<file path="src/rtl/ps2_note_key_tracker.sv">
// PS/2 set-2 note key tracker: decodes make/break/extended scan sequences
// and keeps a last-pressed-priority stack of held note keys.
module ps2_note_key_tracker #(
  parameter int unsigned STACK_DEPTH = 4
) (
  input  logic                             clk,
  input  logic                             resetn,
  input  logic [7:0]                       ps2_byte,
  input  logic                             ps2_byte_valid,
  output logic [7:0]                       note_code,
  output logic                             note_active,
  output logic                             note_on,
  output logic                             note_off,
  output logic [$clog2(STACK_DEPTH+1)-1:0] held_count
);

  localparam int unsigned CW = $clog2(STACK_DEPTH + 1);

  typedef enum logic [1:0] {StIdle, StBreak, StExt, StExtBreak} state_e;

  state_e        r_state;
  logic [7:0]    r_stack [STACK_DEPTH];  // index 0 is the most recently pressed key
  logic [CW-1:0] r_count;

  logic [7:0]    w_stack_d [STACK_DEPTH];
  logic [CW-1:0] w_count_d;
  logic          w_on_d;
  logic          w_off_d;
  logic          w_make;
  logic          w_break;
  logic          w_clear;
  logic          w_hit;
  logic [CW-1:0] w_hit_idx;

  function automatic logic is_note(input logic [7:0] c);
    logic r;
    case (c)
      8'h15, 8'h1D, 8'h24, 8'h2D, 8'h2C, 8'h35, 8'h3C,
      8'h1C, 8'h1B, 8'h23, 8'h2B, 8'h34, 8'h33, 8'h3B,
      8'h1A, 8'h22, 8'h21, 8'h2A, 8'h32, 8'h31, 8'h3A: r = 1'b1;
      default:                                         r = 1'b0;
    endcase
    return r;
  endfunction

  assign w_make  = ps2_byte_valid && (r_state == StIdle) && is_note(ps2_byte);
  assign w_break = ps2_byte_valid && (r_state == StBreak);
  assign w_clear = ps2_byte_valid && (r_state == StIdle) && (ps2_byte == 8'hAA);

  assign held_count = r_count;

  // Locate the incoming byte among the valid stack entries.
  always_comb begin
    w_hit     = 1'b0;
    w_hit_idx = '0;
    for (int i = 0; i < int'(STACK_DEPTH); i++) begin
      if (!w_hit && (CW'(i) < r_count) && (r_stack[i] == ps2_byte)) begin
        w_hit     = 1'b1;
        w_hit_idx = CW'(i);
      end
    end
  end

  // Next stack contents, occupancy and pulse requests for this byte.
  always_comb begin
    w_stack_d = r_stack;
    w_count_d = r_count;
    w_on_d    = 1'b0;
    w_off_d   = 1'b0;
    if (w_make && !w_hit) begin
      // Shifting down naturally drops the oldest entry when full.
      w_stack_d[0] = ps2_byte;
      for (int i = 1; i < int'(STACK_DEPTH); i++) begin
        w_stack_d[i] = r_stack[i-1];
      end
      if (r_count != CW'(STACK_DEPTH)) begin
        w_count_d = r_count + 1'b1;
      end
      w_on_d = 1'b1;
    end else if (w_break && w_hit) begin
      for (int i = 0; i < int'(STACK_DEPTH) - 1; i++) begin
        if (CW'(i) >= w_hit_idx) begin
          w_stack_d[i] = r_stack[i+1];
        end
      end
      w_stack_d[STACK_DEPTH-1] = 8'h00;
      w_count_d = r_count - 1'b1;
      if (w_count_d == '0) begin
        w_off_d = 1'b1;
      end else if (w_hit_idx == '0) begin
        w_on_d = 1'b1;  // top released: retrigger on the key below
      end
    end else if (w_clear) begin
      for (int i = 0; i < int'(STACK_DEPTH); i++) begin
        w_stack_d[i] = 8'h00;
      end
      w_count_d = '0;
      w_off_d   = (r_count != '0);
    end
  end

  // Decoder FSM plus registered stack and outputs.
  always_ff @(posedge clk or negedge resetn) begin
    if (!resetn) begin
      r_state     <= StIdle;
      r_count     <= '0;
      note_code   <= 8'h00;
      note_active <= 1'b0;
      note_on     <= 1'b0;
      note_off    <= 1'b0;
      for (int i = 0; i < int'(STACK_DEPTH); i++) begin
        r_stack[i] <= 8'h00;
      end
    end else begin
      r_stack     <= w_stack_d;
      r_count     <= w_count_d;
      note_on     <= w_on_d;
      note_off    <= w_off_d;
      note_active <= (w_count_d != '0);
      note_code   <= (w_count_d != '0) ? w_stack_d[0] : 8'h00;
      if (ps2_byte_valid) begin
        case (r_state)
          StIdle: begin
            if (ps2_byte == 8'hF0)      r_state <= StBreak;
            else if (ps2_byte == 8'hE0) r_state <= StExt;
            else                        r_state <= StIdle;
          end
          StBreak: r_state <= StIdle;
          StExt: begin
            if (ps2_byte == 8'hF0) r_state <= StExtBreak;
            else                   r_state <= StIdle;
          end
          StExtBreak: r_state <= StIdle;
          default:    r_state <= StIdle;
        endcase
      end
    end
  end

endmodule

</file>
<file path="config.mk">
export PLATFORM = sky130hd
export DESIGN_NAME = ps2_note_key_tracker
export DESIGN_NICKNAME = d
export VERILOG_FILES = /design/src/rtl/ps2_note_key_tracker.sv
export SDC_FILE = /design/constraint.sdc
export NUM_CORES = 1
export LEC_CHECK = 0
export CAP_MARGIN = 30
export CELL_PAD_IN_SITES_DETAIL_PLACEMENT = 1
export CELL_PAD_IN_SITES_GLOBAL_PLACEMENT = 1
export CORE_MARGIN = 1
export CORE_UTILIZATION = 41
export CTS_BUF_LIST = sky130_fd_sc_hd__clkbuf_16
export DETAILED_ROUTE_END_ITERATION = 16
export PLACE_DENSITY = 0.79
export SYNTH_ARGS = -nofsm -noshare
export SYNTH_HDL_FRONTEND = slang
export SYNTH_SLANG_ARGS = --single-unit
</file>
<file path="constraint.sdc">
create_clock -name clk -period 2.8 [get_ports clk]
set_clock_uncertainty 0.15 [all_clocks]
set_input_delay 0.56 -clock clk [delete_from_list [all_inputs] [get_ports clk]]
set_output_delay 0.56 -clock clk [all_outputs]
set_load 0.01 [all_outputs]
</file>
[Word level (Yosys, flattened, before mapping)]
Memories as Yosys holds them, arrays and structs flattened.
Cells that the tools add are included.
W data, S select, Z words.
Word-level totals
  flip-flop bits (word level): 48
  memory bits (read-only): 64
  input port bits: 11
  output and inout port bits: 14
  logic and storage cells: 91
  memories kept: 1
Operators by class
  add/subtract/negate cells: 2
  order comparisons: 7
  equal/unequal tests: 13
  muxes and demuxes: 31
  reduce and logical (&&, ||, !) cells: 27
Memories
  (name not given): words 64, width 1, rd ports 1, clocked after memory_dff 0, wr ports 0, RTL line 37  | case (c)
Operator list (count)
  $mux W32: 3
  $eq A8 B8 Y1: 4
  $mux W8: 4
  $eq A8 B8 Y1 const B: 3
  $mux W3: 6
  $mux W1: 14
  $logic_and A1 B1 Y1: 13
  $reduce_bool A3 Y1: 3
  $ge A1 B3 Y1 const A: 2
  $logic_not A3 Y1: 2
  $lt A1 B3 Y1 const A: 2
  $lt A2 B3 Y1 const A: 2
  $mux W2: 3
  $ne A3 B2 Y1 const B: 2
  $pmux W2 S3: 1
  $eq A2 B2 Y1 const B: 2
  $logic_not A1 Y1: 4
  $logic_not A2 Y1: 2
  $reduce_and A2 Y1: 2
  $add A3 B1 Y3 const B: 1
  $ge A2 B3 Y1 const A: 1
  $ne A3 B3 Y1 const B: 1
  $sub A3 B1 Y3 const B: 1
  $eq A2 B1 Y1 const B: 1
  $reduce_or A2 Y1: 1

[Logic depth before layout (Yosys ltp)]
  depth after elaboration: 20
  mapped depth: 11
  gate-level depth less buffers: 9

[Worst setup path after synthesis]
OpenSTA, ideal clock, no wires.
  kind: in2reg
  from: input port ps2_byte[7]
  to: register r_stack[14] (netlist bit)
  library setup time: 0.125 ns
  arrival time: 2.483 ns
  data required time: 2.525 ns
  path slack: 0.042 ns
  stages: 9
  buffers on the path: 2
  cell sequence: buf_2 -> xnor2_1 -> nand3_1 -> or3_1 -> and4_4 -> buf_6 -> a211oi_4 -> o21ai_4 -> mux2_4
On the way
  cells in the longest elaborated chain, start to end: 19
  elaborated cells on any way between the ends: 35
  classes of those cells: order compare: 1; eq/ne: 6; mux: 10; reduce/logical: 18
Ends and longest elaborated chain
  start: declaration: RTL line 8  | input logic [7:0] ps2_byte,
  branches (longest 19 deep; another with $eq A8 B8 Y1)
  end signal: assignment: RTL line 115  | r_stack <= w_stack_d;
  end: declaration: RTL line 22  | logic [7:0] r_stack [STACK_DEPTH];
Several ways; the timed one is not identified.
A chain may end at the register's enable or synchronous reset.

[Final worst setup path]
  from: input port ps2_byte[7]
  to: register r_stack[21] (netlist bit)
The elaborated chain is that of the path after synthesis.

==> flow_metrics.env <==
export IMPL_grt_total_usage_pct=30.7
export IMPL_power_density_mw_per_mm2=704
export IMPL_power_leakage_nw=1.83
export IMPL_globalplace_congestion=0.929
export IMPL_reg2reg_slack_ns=0
export IMPL_ys_ff_latch=48
export IMPL_hold_class="in2async"
export IMPL_async_flop_share_pct=100
export IMPL_dr_total_vias=2839
export IMPL_slowest_delay_ns=0.41
export IMPL_synthSimpleGateAreaFrac_pct=14.2
export IMPL_cts_max_level=2
export IMPL_vdd_ir_drop_max_mv=0.416
export IMPL_critPathArrivalTime_ns=2.86
export IMPL_outcome="finished, violations left"
export IMPL_ctsRootBufferMaster="clkbuf_16"
export IMPL_path_buf_inv=5
export IMPL_final_max_slew_viol_count=0
export IMPL_crit_slowest_cell="nor4_2"
export IMPL_ys_dominant_reg_cell="dfrtp_1"
export IMPL_finalSetupTns_ns=-0.0490
export IMPL_critical_path_class="in2reg"
export IMPL_first_iter_violations=259
export IMPL_synthCells=291
export IMPL_critPathTopFamily="buffers and inverters"
export IMPL_path_max_fanout=14
export IMPL_synth_nets=306
export IMPL_diodes=0
export IMPL_clk_pin_slew_worst_paths_ns=0.07
export IMPL_grt_pass1_vias=2967
export IMPL_netlist_area_mm2=0.00287
export IMPL_cts_made_buffers=5
export IMPL_wl_um=11700
export IMPL_ys_seq_area_share_pct=41.9
export IMPL_cts_sink_count=48
export IMPL_dp_cells=434
export IMPL_wl_per_cell_um=25.7
export IMPL_critical_path_cell_chain="buf_4 -> buf_6 -> xor2_1 -> nor4_2 -> nand3_2 -> buf_4 -> nand4_1 -> nor2_1 -> buf_4 -> buf_4 -> a221oi_1 -> a21oi_1"
export IMPL_initial_core_util_pct=42.4
export IMPL_worstPathRequired_ns=2.81
export IMPL_violations="negative setup slack"
export IMPL_synth_mux_area_share_pct=3.84
export IMPL_grt_max_degree=26
export IMPL_synth_edf_count=0
export IMPL_die_height_um=85.6
export IMPL_areaGrowthSynthToFinish_pct=40.5
export IMPL_ys_types=49
export IMPL_nets=389
export IMPL_finalCritPeriodShare_pct=102
export IMPL_critPathCaptureType="register"
export IMPL_cts_buffer_depth=2
export IMPL_grt_pass1_wl_um=16600
export IMPL_drv_cap=0
export IMPL_yosysWarnings=0
export IMPL_ant_nets=0
export IMPL_fp_row_count=30
export IMPL_synth_xor_area_share_pct=10.1
export IMPL_fin_crit_ns=2.85
export IMPL_synth_fa_ha_area_share_pct=1.75
export IMPL_setup_viol=1
export IMPL_port_buffers=24
export IMPL_timing_fmax_ghz=0.351
export IMPL_synth_top_family_by_area="compound AO/OA/AOI/OAI gates"
export IMPL_crit_top_cell="buf_4"
export IMPL_drive_gt1_share_pct=35.2
export IMPL_viasPerCell=6.24
export IMPL_antenna_found_initial=1
export IMPL_postCtsHoldBufs=0
export IMPL_critPathLaunchType="primary input"
export IMPL_clock_latency_ns=0.29
export IMPL_setup_slack_ns=-0.0490
export IMPL_die_w_um=85.6
export IMPL_fin_cells=455
export IMPL_hold_viol=0
export IMPL_cts_tree="yes"
export IMPL_die_area_mm2=0.00733
export IMPL_slew_headroom_pct=62.7
export IMPL_hpwl_um=7300
export IMPL_firstDrtPassIters=4
export IMPL_worst_pin_slew_ns=0.560
export IMPL_grt_ovfl_total=0
export IMPL_num_io_pins=25
export IMPL_post_route_drc_count=0
export IMPL_synth_compound_area_share_pct=20.8
export IMPL_core_area_mm2=0.00676
export IMPL_synth_avg_cell_area_um2=9.85
-- state kept, by name, indices dropped and copies added (netlist names) --
name,flops
note_off,1
note_on,1
held_count,3
r_state,2
note_code,8
note_active,1
r_stack,32
-- final timing paths --
check,startpoint,end,depth (start not counted)
max,ps2_byte[7],r_stack[21],12
min,resetn,note_off,1
max reg2reg,held_count[0],r_stack[21],11
min reg2reg,r_stack[0],r_stack[0],2
max in group asynchronous,resetn,r_stack[3],2
min in group clk,r_stack[0],r_stack[0],2
-- power breakdown --
part / switching [mW] / internal, mW
Sequential: 0.203 / 0.846
Combinational: 0.587 / 0.500
Clock: 0.276 / 0.420
Total: 1.07 / 1.77
-- logic make-up after synthesis --
| kind of cell | Yosys count |
|---|---|
| compound gates | 82 |
| flops | 48 |
| buf+inv | 41 |
| simple gates | 73 |
| fa+ha+maj | 4 |
| mux | 10 |
| xor+xnor | 33 |
-- cells in the mapped netlist (8+ instances only) --
cell / count / share of area, %
xor2_1: 17 / 5.2
a31oi_1: 11 / 2.4
dfrtp_1: 48 / 42
o21ai_0: 16 / 2.8
nand3_1: 11 / 1.9
nor2_1: 15 / 2.0
nand2_1: 15 / 2.0
a221oi_1: 8 / 2.4
a21oi_1: 13 / 2.3
inv_1: 22 / 2.9
mux2i_1: 8 / 2.8
xnor2_1: 16 / 4.9
-- metal layers --
| metal | track usage [%] | vias to the layer above | part of all wire [%] |
|---|---|---|---|
| met1 | 37.5 | 1461 | 39 |
| li1 | - | 1206 | - |
| met2 | 52.0 | 123 | 51 |
| met3 | 5.58 | 47 | 5.6 |
| met4 | 16.1 | 2 | 4.7 |
| met5 | 0 | - | 0.094 |
-- metrics by stage --
stage / power, mW / hold slack [ns] / instance area [µm²] / setup WS, ns / utilization, %
after floorplan: 1.49 / 0.114 / 2870 / 0.0421 / -
after global placement: 1.86 / 0.369 / 3510 / -0.503 / 51.9
after detailed placement: 1.91 / 0.389 / 3510 / -0.663 / 51.9
after CTS: 2.67 / 0.116 / 3850 / 0.00375 / 57.0
after global routing: 2.95 / 0.146 / 4030 / -0.102 / 59.6
final: 2.83 / 0.100 / 4030 / -0.0490 / 59.6
-- worst register-to-register path: cells and delay by family, from the launching register on --
| kind | cells | cell delay [ns] |
|---|---|---|
| compound gates | 3 | 0.52 |
| fa+ha+maj | 1 | 0.24 |
| simple gates | 3 | 0.68 |
| flops | 1 | 0.46 |
| buf+inv | 4 | 0.61 |
-- layout make-up --
cell class	count	area, µm²
sequential	48	1200
timing repair buffer	95	782
clock buffer	5	125
multi-input combinational	202	1690
fill	708	2730
tap	80	100
inverter	22	82.6
clock inverter	3	42.5
-- layout by cell type (no fill, tap or decap), types with 4 or more instances in the layout --
cell type / synthesis / routed
a21boi_1: 6 / 6
a31oi_1: 11 / 10
nand4_1: 6 / 6
clkbuf_16: 0 / 5
dfrtp_1: 48 / 47
nor2_1: 15 / 14
nand2_1: 15 / 14
buf_2: 6 / 4
xnor2_2: 0 / 10
buf_4: 1 / 62
clkdlybuf4s50_1: 0 / 15
xnor2_1: 16 / 4
inv_1: 22 / 20
o21ai_0: 16 / 16
buf_6: 6 / 9
xor2_1: 17 / 15
nand3_1: 11 / 10
mux2i_1: 8 / 6
a21oi_1: 13 / 13
a221oi_1: 8 / 8
a22oi_1: 6 / 6
-- repair_timing --
| item | CTS | global route |
|---|---|---|
| setup endpoints to repair | 44 | 37 |
| hold endpoints to repair | 0 | 0 |
| buffers inserted | 9 | 5 |
| pin swaps | 9 | 15 |
| gates resized for setup | 33 | 47 |
Power figures use the tool's default switching activity.
